File: config.mk
export PLATFORM = sky130hd
export DESIGN_NAME = pe_msub_pipe_flat
export DESIGN_NICKNAME = d
export VERILOG_FILES = /design/src/rtl/pe_msub_if.sv /design/src/rtl/pe_msub_pipe.sv /design/src/flat_wrapper.sv
export SDC_FILE = /design/constraint.sdc
export NUM_CORES = 2
export LEC_CHECK = 0
export CAP_MARGIN = 10
export CORE_ASPECT_RATIO = 1.4
export CORE_MARGIN = 3
export CORE_UTILIZATION = 55
export CTS_BUF_LIST = sky130_fd_sc_hd__clkbuf_4 sky130_fd_sc_hd__clkbuf_8 sky130_fd_sc_hd__clkbuf_16
export DETAILED_ROUTE_END_ITERATION = 12
export GPL_TIMING_DRIVEN = 1
export PLACE_DENSITY_LB_ADDON = 0.05
export SLEW_MARGIN = 20
export SYNTH_ARGS = -nofsm -noshare
export SYNTH_HDL_FRONTEND = slang
export SYNTH_SLANG_ARGS = --single-unit
File: constraint.sdc
create_clock -name clk -period 17 [get_ports clk]
set_input_delay 2.55 -clock clk [delete_from_list [all_inputs] [get_ports clk]]
set_output_delay 2.55 -clock clk [all_outputs]
set_load 0.01 [all_outputs]
File: src/rtl/pe_msub_if.sv
// Operation/result bundle for the pe_msub_pipe processing element.
// The master side issues operations and stall; the slave side is the PE.
interface pe_msub_if #(
  parameter int WIDTH = 32,
  parameter int TAG_W = 4
);
  logic             in_valid;
  logic [1:0]       in_mode;
  logic [TAG_W-1:0] in_tag;
  logic [WIDTH-1:0] a;
  logic [WIDTH-1:0] b;
  logic [WIDTH-1:0] c;
  logic             stall;
  logic             mult_valid;
  logic [WIDTH-1:0] mult_result;
  logic [TAG_W-1:0] mult_tag;
  logic             out_valid;
  logic [WIDTH-1:0] out_result;
  logic [TAG_W-1:0] out_tag;
  logic             out_ovf;
  logic             busy;

  modport master (
    output in_valid, in_mode, in_tag, a, b, c, stall,
    input  mult_valid, mult_result, mult_tag,
    input  out_valid, out_result, out_tag, out_ovf, busy
  );

  modport slave (
    input  in_valid, in_mode, in_tag, a, b, c, stall,
    output mult_valid, mult_result, mult_tag,
    output out_valid, out_result, out_tag, out_ovf, busy
  );
endinterface

File: src/rtl/pe_msub_pipe.sv
// Pipelined fixed-point multiply / subtract-add processing element.
// P = sat((A*B) >>> FRAC), then R = sat(C-P) | sat(C+P) | P | C by mode.
// The product is formed combinationally at the input and carried through
// MULT_LAT register stages; synthesis register retiming is expected to pull
// those stages into the multiplier. The final stage works the same way over
// SUB_LAT stages. A global stall freezes every register, valids included.
module pe_msub_pipe #(
  parameter int WIDTH    = 32,
  parameter int FRAC     = 16,
  parameter int MULT_LAT = 3,
  parameter int SUB_LAT  = 2,
  parameter int TAG_W    = 4
) (
  input  logic     clk,
  input  logic     rst,
  pe_msub_if.slave bus
);

  localparam logic [WIDTH-1:0] MAX_VAL   = {1'b0, {(WIDTH-1){1'b1}}};
  localparam logic [WIDTH-1:0] MIN_VAL   = {1'b1, {(WIDTH-1){1'b0}}};
  localparam logic [1:0]       MODE_MSUB = 2'b00;
  localparam logic [1:0]       MODE_MADD = 2'b01;
  localparam logic [1:0]       MODE_MULT = 2'b10;
  localparam logic [1:0]       MODE_PASS = 2'b11;

  // Product front end
  logic signed [2*WIDTH-1:0] prod_full;
  logic signed [2*WIDTH-1:0] prod_shr;
  logic [WIDTH:0]            prod_hi;
  logic [WIDTH-1:0]          prod_sat;
  logic                      prod_ovf;

  // Multiplier-side stages: index MULT_LAT-1 drives the mult_* outputs
  logic             m_valid_reg [0:MULT_LAT-1];
  logic [1:0]       m_mode_reg  [0:MULT_LAT-1];
  logic [TAG_W-1:0] m_tag_reg   [0:MULT_LAT-1];
  logic [WIDTH-1:0] m_c_reg     [0:MULT_LAT-1];
  logic [WIDTH-1:0] m_p_reg     [0:MULT_LAT-1];
  logic             m_ovf_reg   [0:MULT_LAT-1];

  // Final-stage combinational result
  logic [WIDTH-1:0] mp;
  logic [WIDTH-1:0] mc;
  logic [WIDTH:0]   add_ext;
  logic [WIDTH:0]   sub_ext;
  logic [WIDTH:0]   sel_ext;
  logic             fin_sat;
  logic [WIDTH-1:0] fin_result;
  logic             fin_ovf;

  // Final-side stages: index SUB_LAT-1 drives the out_* outputs
  logic             s_valid_reg  [0:SUB_LAT-1];
  logic [TAG_W-1:0] s_tag_reg    [0:SUB_LAT-1];
  logic [WIDTH-1:0] s_result_reg [0:SUB_LAT-1];
  logic             s_ovf_reg    [0:SUB_LAT-1];

  logic busy_any;

  // Full-precision product, truncating shift, saturate to WIDTH bits.
  // In range only when the top WIDTH+1 bits are all copies of the sign.
  always_comb begin
    prod_full = $signed(bus.a) * $signed(bus.b);
    prod_shr  = prod_full >>> FRAC;
    prod_hi   = prod_shr[2*WIDTH-1:WIDTH-1];
    prod_ovf  = ~((&prod_hi) | ~(|prod_hi));
    prod_sat  = prod_ovf ? (prod_hi[WIDTH] ? MIN_VAL : MAX_VAL)
                         : prod_shr[WIDTH-1:0];
  end

  // Multiplier-side shift register carrying product plus aligned side data
  always_ff @(posedge clk) begin
    if (rst) begin
      for (int i = 0; i < MULT_LAT; i++) begin
        m_valid_reg[i] <= 1'b0;
        m_mode_reg[i]  <= '0;
        m_tag_reg[i]   <= '0;
        m_c_reg[i]     <= '0;
        m_p_reg[i]     <= '0;
        m_ovf_reg[i]   <= 1'b0;
      end
    end else if (!bus.stall) begin
      m_valid_reg[0] <= bus.in_valid;
      m_mode_reg[0]  <= bus.in_mode;
      m_tag_reg[0]   <= bus.in_tag;
      m_c_reg[0]     <= bus.c;
      m_p_reg[0]     <= prod_sat;
      m_ovf_reg[0]   <= prod_ovf;
      for (int i = 1; i < MULT_LAT; i++) begin
        m_valid_reg[i] <= m_valid_reg[i-1];
        m_mode_reg[i]  <= m_mode_reg[i-1];
        m_tag_reg[i]   <= m_tag_reg[i-1];
        m_c_reg[i]     <= m_c_reg[i-1];
        m_p_reg[i]     <= m_p_reg[i-1];
        m_ovf_reg[i]   <= m_ovf_reg[i-1];
      end
    end
  end

  // Mode-selected final result; sum/difference kept one bit wider to catch overflow
  always_comb begin
    mp         = m_p_reg[MULT_LAT-1];
    mc         = m_c_reg[MULT_LAT-1];
    add_ext    = {mc[WIDTH-1], mc} + {mp[WIDTH-1], mp};
    sub_ext    = {mc[WIDTH-1], mc} - {mp[WIDTH-1], mp};
    sel_ext    = (m_mode_reg[MULT_LAT-1] == MODE_MADD) ? add_ext : sub_ext;
    fin_sat    = sel_ext[WIDTH] ^ sel_ext[WIDTH-1];
    fin_result = mp;
    fin_ovf    = m_ovf_reg[MULT_LAT-1];
    case (m_mode_reg[MULT_LAT-1])
      MODE_MSUB, MODE_MADD: begin
        fin_result = fin_sat ? (sel_ext[WIDTH] ? MIN_VAL : MAX_VAL)
                             : sel_ext[WIDTH-1:0];
        fin_ovf    = m_ovf_reg[MULT_LAT-1] | fin_sat;
      end
      MODE_MULT: begin
        fin_result = mp;
        fin_ovf    = m_ovf_reg[MULT_LAT-1];
      end
      MODE_PASS: begin
        fin_result = mc;
        fin_ovf    = 1'b0;
      end
      default: ;
    endcase
  end

  // Final-side shift register toward the out_* ports
  always_ff @(posedge clk) begin
    if (rst) begin
      for (int i = 0; i < SUB_LAT; i++) begin
        s_valid_reg[i]  <= 1'b0;
        s_tag_reg[i]    <= '0;
        s_result_reg[i] <= '0;
        s_ovf_reg[i]    <= 1'b0;
      end
    end else if (!bus.stall) begin
      s_valid_reg[0]  <= m_valid_reg[MULT_LAT-1];
      s_tag_reg[0]    <= m_tag_reg[MULT_LAT-1];
      s_result_reg[0] <= fin_result;
      s_ovf_reg[0]    <= fin_ovf;
      for (int i = 1; i < SUB_LAT; i++) begin
        s_valid_reg[i]  <= s_valid_reg[i-1];
        s_tag_reg[i]    <= s_tag_reg[i-1];
        s_result_reg[i] <= s_result_reg[i-1];
        s_ovf_reg[i]    <= s_ovf_reg[i-1];
      end
    end
  end

  // busy is the OR of every stage valid, so it drops right after the last delivery
  always_comb begin
    busy_any = 1'b0;
    for (int i = 0; i < MULT_LAT; i++) busy_any = busy_any | m_valid_reg[i];
    for (int i = 0; i < SUB_LAT; i++)  busy_any = busy_any | s_valid_reg[i];
  end

  assign bus.mult_valid  = m_valid_reg[MULT_LAT-1];
  assign bus.mult_result = m_p_reg[MULT_LAT-1];
  assign bus.mult_tag    = m_tag_reg[MULT_LAT-1];
  assign bus.out_valid   = s_valid_reg[SUB_LAT-1];
  assign bus.out_result  = s_result_reg[SUB_LAT-1];
  assign bus.out_tag     = s_tag_reg[SUB_LAT-1];
  assign bus.out_ovf     = s_ovf_reg[SUB_LAT-1];
  assign bus.busy        = busy_any;

endmodule

File: src/flat_wrapper.sv
// flat-port wrapper written by rule: the top's interface ports become plain ports
module pe_msub_pipe_flat 
#(
  parameter int WIDTH    = 32,
  parameter int FRAC     = 16,
  parameter int MULT_LAT = 3,
  parameter int SUB_LAT  = 2,
  parameter int TAG_W    = 4
)
  (clk, rst, bus_in_valid, bus_in_mode, bus_in_tag, bus_a, bus_b, bus_c, bus_stall, bus_mult_valid, bus_mult_result, bus_mult_tag, bus_out_valid, bus_out_result, bus_out_tag, bus_out_ovf, bus_busy);
  pe_msub_if #(.WIDTH(WIDTH), .TAG_W(TAG_W)) bus_i ();
  input  logic clk;
  input  logic rst;
  input wire logic [$bits(bus_i.in_valid)-1:0] bus_in_valid;
  input wire logic [$bits(bus_i.in_mode)-1:0] bus_in_mode;
  input wire logic [$bits(bus_i.in_tag)-1:0] bus_in_tag;
  input wire logic [$bits(bus_i.a)-1:0] bus_a;
  input wire logic [$bits(bus_i.b)-1:0] bus_b;
  input wire logic [$bits(bus_i.c)-1:0] bus_c;
  input wire logic [$bits(bus_i.stall)-1:0] bus_stall;
  output wire logic [$bits(bus_i.mult_valid)-1:0] bus_mult_valid;
  output wire logic [$bits(bus_i.mult_result)-1:0] bus_mult_result;
  output wire logic [$bits(bus_i.mult_tag)-1:0] bus_mult_tag;
  output wire logic [$bits(bus_i.out_valid)-1:0] bus_out_valid;
  output wire logic [$bits(bus_i.out_result)-1:0] bus_out_result;
  output wire logic [$bits(bus_i.out_tag)-1:0] bus_out_tag;
  output wire logic [$bits(bus_i.out_ovf)-1:0] bus_out_ovf;
  output wire logic [$bits(bus_i.busy)-1:0] bus_busy;
  assign bus_i.in_valid = bus_in_valid;
  assign bus_i.in_mode = bus_in_mode;
  assign bus_i.in_tag = bus_in_tag;
  assign bus_i.a = bus_a;
  assign bus_i.b = bus_b;
  assign bus_i.c = bus_c;
  assign bus_i.stall = bus_stall;
  assign bus_mult_valid = bus_i.mult_valid;
  assign bus_mult_result = bus_i.mult_result;
  assign bus_mult_tag = bus_i.mult_tag;
  assign bus_out_valid = bus_i.out_valid;
  assign bus_out_result = bus_i.out_result;
  assign bus_out_tag = bus_i.out_tag;
  assign bus_out_ovf = bus_i.out_ovf;
  assign bus_busy = bus_i.busy;
  pe_msub_pipe #(.WIDTH(WIDTH), .FRAC(FRAC), .MULT_LAT(MULT_LAT), .SUB_LAT(SUB_LAT), .TAG_W(TAG_W)) u_core (.clk(clk), .rst(rst), .bus(bus_i));
endmodule
; Yosys cells after proc, flatten, opt, wreduce, memory -nomap -nowiden
; Memory sizes are Yosys's and may differ from the RTL's.
; Index checks and enable logic that the tools add are counted.
[totals]
regBits = 0
ramBits = 292
wordCells = 93
in_bits = 106
output_inout_bits = 76
memories = 10
[op_classes]
n_reduce_logical = 4
muxes = 38
add_sub_neg = 2
n_eq_ne = 3
mul = 1
n_bitwise = 35
[mem_list]
columns = name, words, width, read_ports, rd_ports_with_merged_regs, wr, line
row1 = u_core.m_c_reg, 3, 32, 3, 0, 3, pe_msub_pipe.sv:37  ; logic [WIDTH-1:0] m_c_reg [0:MULT_LAT-1];
row2 = u_core.m_p_reg, 3, 32, 3, 0, 3, pe_msub_pipe.sv:38  ; logic [WIDTH-1:0] m_p_reg [0:MULT_LAT-1];
row3 = u_core.s_result_reg, 2, 32, 2, 0, 2, pe_msub_pipe.sv:54  ; logic [WIDTH-1:0] s_result_reg [0:SUB_LAT-1];
row4 = u_core.m_tag_reg, 3, 4, 3, 0, 3, pe_msub_pipe.sv:36  ; logic [TAG_W-1:0] m_tag_reg [0:MULT_LAT-1];
row5 = u_core.s_tag_reg, 2, 4, 2, 0, 2, pe_msub_pipe.sv:53  ; logic [TAG_W-1:0] s_tag_reg [0:SUB_LAT-1];
row6 = u_core.m_mode_reg, 3, 2, 3, 0, 3, pe_msub_pipe.sv:35  ; logic [1:0] m_mode_reg [0:MULT_LAT-1];
row7 = 4 more memories, --, --, --, --, --, --
[op_table]
columns = cell, n
row1 = $mux 32, 12
row2 = $pmux 32 s3, 1
row3 = $mul 32x32->64, 1
row4 = $add 32x32->33, 1
row5 = $mux 33, 1
row6 = $sub 32x32->33, 1
row7 = $or 1x1->1, 32
row8 = $mux 4, 5
row9 = $reduce_and 17->1, 1
row10 = $reduce_or 17->1, 1
row11 = $mux 1, 15
row12 = $mux 2, 3
row13 = $eq 2x2->1 const B, 2
row14 = $pmux 1 s3, 1
row15 = $eq 2x1->1 const B, 1
row16 = $logic_not 2->1, 1
row17 = $not 1->1, 2
row18 = $reduce_or 2->1, 1
row19 = $xor 1x1->1, 1

; Longest topological paths before layout
[logic_depth]
word_depth = 6
mapped_depth = 31
mapped_depth_nobuf = 28

; Worst setup path after synthesis
; OpenSTA, ideal clock, no wires.
[synth_timing]
kind = input -> register
startpoint = input bus_b[2]
endpoint = memory u_core.m_p_reg[0][10] (data pin)
n_path_buf = 2
setup_time_ps = 278
t_arrival_ps = 10738
stages = 28
slack_ps = 5985
cell_sequence = clkbuf_1 nand2_1 inv_1 fa_1 fa_1 fa_1 inv_1 fa_1 inv_1 fa_1 fa_1 inv_1 fa_1 fa_1 inv_1 ha_1 a21oi_1 o21a_1 o21ai_1 a21oi_1 a21bo_2 or3_1 and2_1 a2111oi_0 nand4_1 o31ai_4 buf_6 o31ai_2
[synth_rtl]
columns = item, line
row1 = from (decl), flat_wrapper.sv:18  ; input wire logic [$bits(bus_i.b)-1:0] bus_b;
row2 = to (decl), pe_msub_pipe.sv:38

==> flow_summary.json <==
{
  "cts_max_path_buffers": 3,
  "routedWlPerCell_um": 23.1,
  "critical_path_arrival_ps": 12620,
  "row_count": 131,
  "yosysUniqueCellTypes": 88,
  "tritoncts": "yes",
  "placeableCoreArea_mm2": 0.0915,
  "worstHoldPathType": "flop to flop",
  "final_common_cell": "sky130_fd_sc_hd__fa_1",
  "detailedPlacementHpwl_um": 111000,
  "flow.area_growth_from_synthesis_pct": 5.34,
  "grt-ovfl-total": 0,
  "synthesis.nets": 6438,
  "yosysWarningCount": 0,
  "viasPerCell": 5.63,
  "avgSynthCellArea_um2": 10.1,
  "initial_core_util_pct": 55.6,
  "grt_pass1_vias": 38500,
  "io_buffer_count": 181,
  "clk_pin_slew_ps": 70,
  "clock.fmax_mhz": 80.9,
  "h-tree-depth": 1,
  "fill_cells": 8116,
  "cts_root_buf": "sky130_fd_sc_hd__clkbuf_16",
  "fin_worst_skew_ps": 13.6,
  "dpl-instance-area_mm2": 0.0528,
  "worstPathMaxFanout": 32,
  "cts.repair_timing.setup_buffer_count": 0,
  "final_net_count": 6357,
  "clock-sinks": 292,
  "criticalPathCategory": "input port to flop",
  "cts_inserted_buffers": 24,
  "grt_first_pass_wirelength_um": 225000,
  "finalCritPeriodShare_pct": 72.7,
  "required_ps": 17260,
  "timing.final.crit_period_ps": 12360,
  "design.die.area_mm2": 0.0962,
  "synth_sequential_area_ratio_pct": 17.2,
  "total_of_flip_flops_plus_latches_after_synthesis": 292,
  "io-pin-count": 182,
  "number_of_iterations_in_the_first_detailed_routing_pass": 7,
  "track_usage_pct": 30.6,
  "post_cts_hold_buffer_count": 0,
  "proportion_of_register_bits_with_asynchronous_set_or_reset_after_synthesis_pct": 0,
  "timing.slew.headroom_pct": 31.0,
  "yosys_most_used_dff": "sky130_fd_sc_hd__edfxtp_1",
  "cap_viol_max_count": 0,
  "antenna_found_initial": 2,
  "stdcell_area_mm2": 0.0536,
  "timing.final.setup_violations": 0,
  "finalHoldViolCount": 0,
  "setup-tns-final_ps": 0,
  "clk-insertion-delay-late_ps": 550,
  "final_util_pct": 58.6,
  "die_y_um": 366,
  "drt_first_iter_violations": 2152,
  "drt-total-wl_um": 143000,
  "dr_total_vias": 34800,
  "mapped_area_mm2": 0.0509,
  "finalWeightedCongestion": 0.939,
  "grt_start_max_net_pins": 158,
  "synth_edf_count": 292,
  "critical_path.startpoint_type": "input port",
  "outcome": "finished clean",
  "drive_above_1_share_pct": 3.98,
  "die_width_um": 263,
  "worst_pin_slew_ps": 1040,
  "final_cell_mix": "sky130_fd_sc_hd__fa_1, sky130_fd_sc_hd__inv_1, sky130_fd_sc_hd__and2_1",
  "worstSetupEndpointType": "flop",
  "maxSlewViolCount": 0,
  "route.antenna.remaining_nets": 0,
  "post-route-drc-count": 0,
  "synthesis.instances": 5037,
  "rsz0062_at_grt": "false",
  "resize_count_post_cts": 0
}
==> kinds of logic (layout without fill, tap and decap cells) <==
logic type	Yosys count	count (layout)	synth area share, %
xor gates and xnor gates	117	117	2.01
AOI/OAI and AO/OA	449	449	6.05
muxes	29	29	0.622
buffers and inverters	1281	1215	10.1
adders and majority gates	1295	1295	47.8
other	0	1	0
and+or+nand+nor	1574	1574	16.1
DFF	292	292	17.2
==> routing by layer <==
| metal | GRT usage, % | share of wire (%) | vias up | wire length (µm) |
|---|---|---|---|---|
| met5 | 0 | 0 | - | 0 |
| met4 | 16.0 | 6.6 | 0 | 9450 |
| met3 | 2.94 | 5.0 | 440 | 7120 |
| met2 | 56.1 | 53 | 1204 | 75100 |
| met1 | 35.2 | 36 | 18000 | 51000 |
| li1 | - | - | 15100 | - |
==> worst max-delay path, stage by stage <==
cell and delay [ps]:
sky130_fd_sc_hd__clkdlybuf4s50_1 450, sky130_fd_sc_hd__buf_4 330, sky130_fd_sc_hd__nand2_1 150, sky130_fd_sc_hd__inv_1 160, sky130_fd_sc_hd__fa_1 450, sky130_fd_sc_hd__fa_1 500
sky130_fd_sc_hd__fa_1 860, sky130_fd_sc_hd__inv_1 240, sky130_fd_sc_hd__fa_1 910, sky130_fd_sc_hd__inv_1 370, sky130_fd_sc_hd__fa_1 550, sky130_fd_sc_hd__fa_1 560
sky130_fd_sc_hd__fa_1 430, sky130_fd_sc_hd__fa_1 470, sky130_fd_sc_hd__ha_1 430, sky130_fd_sc_hd__a21oi_1 260, sky130_fd_sc_hd__o21a_1 210, sky130_fd_sc_hd__o21ai_1 100
sky130_fd_sc_hd__a21oi_1 210, sky130_fd_sc_hd__a21bo_2 290, sky130_fd_sc_hd__or3_1 370, sky130_fd_sc_hd__and2_1 190, sky130_fd_sc_hd__a2111oi_0 490, sky130_fd_sc_hd__nand4_1 240
sky130_fd_sc_hd__o31ai_4 210, sky130_fd_sc_hd__buf_4 440, sky130_fd_sc_hd__o31ai_2 140
==> worst paths after layout <==
check | cells past startpoint | slack (ps) | end | from
min reg2reg | 1 | 510 | u_core.m_p_reg[0][53] | u_core.m_p_reg[0][21]
max | 27 | 4640 | u_core.m_p_reg[0][17] | bus_a[31]
min | 1 | 510 | u_core.m_p_reg[0][53] | u_core.m_p_reg[0][21]
max reg2reg | 20 | 9340 | u_core.s_result_reg[0][23] | u_core.m_p_reg[0][66]
==> through the flow <==
step | hold slack, ps | std cells | setup WS, ps
2_1_floorplan | 497 | 5037 | 5980
3_3_place_gp | 499 | 6127 | 4130
5_1_grt | 525 | 6168 | 4090
6_report | 514 | 6169 | 4640
4_1_cts | 513 | 6168 | 4640
3_5_place_dp | 501 | 6127 | 4080
==> synth_stat cells (6+ instances only) <==
cell type,number,area [µm²]
sky130_fd_sc_hd__xor2_1,55,482
sky130_fd_sc_hd__fa_1,1082,21700
sky130_fd_sc_hd__a21oi_1,114,571
sky130_fd_sc_hd__nand2b_1,22,138
sky130_fd_sc_hd__inv_1,940,3530
sky130_fd_sc_hd__buf_4,72,541
sky130_fd_sc_hd__mux2_2,20,225
sky130_fd_sc_hd__o22ai_1,22,138
sky130_fd_sc_hd__a31oi_1,12,75.1
sky130_fd_sc_hd__mux2i_1,8,80.1
sky130_fd_sc_hd__o21ai_1,8,40.0
sky130_fd_sc_hd__nor4_1,8,50.1
sky130_fd_sc_hd__buf_2,10,50.1
sky130_fd_sc_hd__edfxtp_1,292,8770
sky130_fd_sc_hd__and2_1,739,4620
sky130_fd_sc_hd__nand2_1,580,2180
sky130_fd_sc_hd__or2_2,6,37.5
sky130_fd_sc_hd__and4_1,9,78.8
sky130_fd_sc_hd__o21a_1,16,120
sky130_fd_sc_hd__buf_6,8,90.1
sky130_fd_sc_hd__o211ai_1,14,105
sky130_fd_sc_hd__o21ai_0,88,440
sky130_fd_sc_hd__o31ai_2,27,338
sky130_fd_sc_hd__a211oi_1,18,135
sky130_fd_sc_hd__nor2_1,94,353
sky130_fd_sc_hd__and3_1,7,43.8
sky130_fd_sc_hd__a21o_1,50,375
sky130_fd_sc_hd__o21bai_1,16,120
sky130_fd_sc_hd__o31ai_1,9,67.6
sky130_fd_sc_hd__nand4_1,22,138
sky130_fd_sc_hd__nor3_1,26,130
sky130_fd_sc_hd__clkbuf_1,244,916
sky130_fd_sc_hd__xnor2_1,62,543
sky130_fd_sc_hd__ha_1,213,2670
sky130_fd_sc_hd__or3_1,12,75.1
sky130_fd_sc_hd__nand3_1,20,100
sky130_fd_sc_hd__a221oi_1,8,70.1
==> area by class of cell <==
class | instances | area [µm²] | share of cell area (%)
Timing Repair Buffer | 234 | 2070 | 3.87
Antenna cell | 1 | 2.50 | 0.00467
Tap cell | 1197 | 1500 | 2.80
Multi-Input combinational cell | 3464 | 37000 | 69.0
Inverter | 940 | 3530 | 6.59
Clock inverter | 11 | 109 | 0.203
Sequential cell | 292 | 8770 | 16.4
Clock buffer | 30 | 646 | 1.20
Power is left out: the tool's default activity adds up to more than one toggle a clock period on the data nets, which glitch-free logic cannot reach.
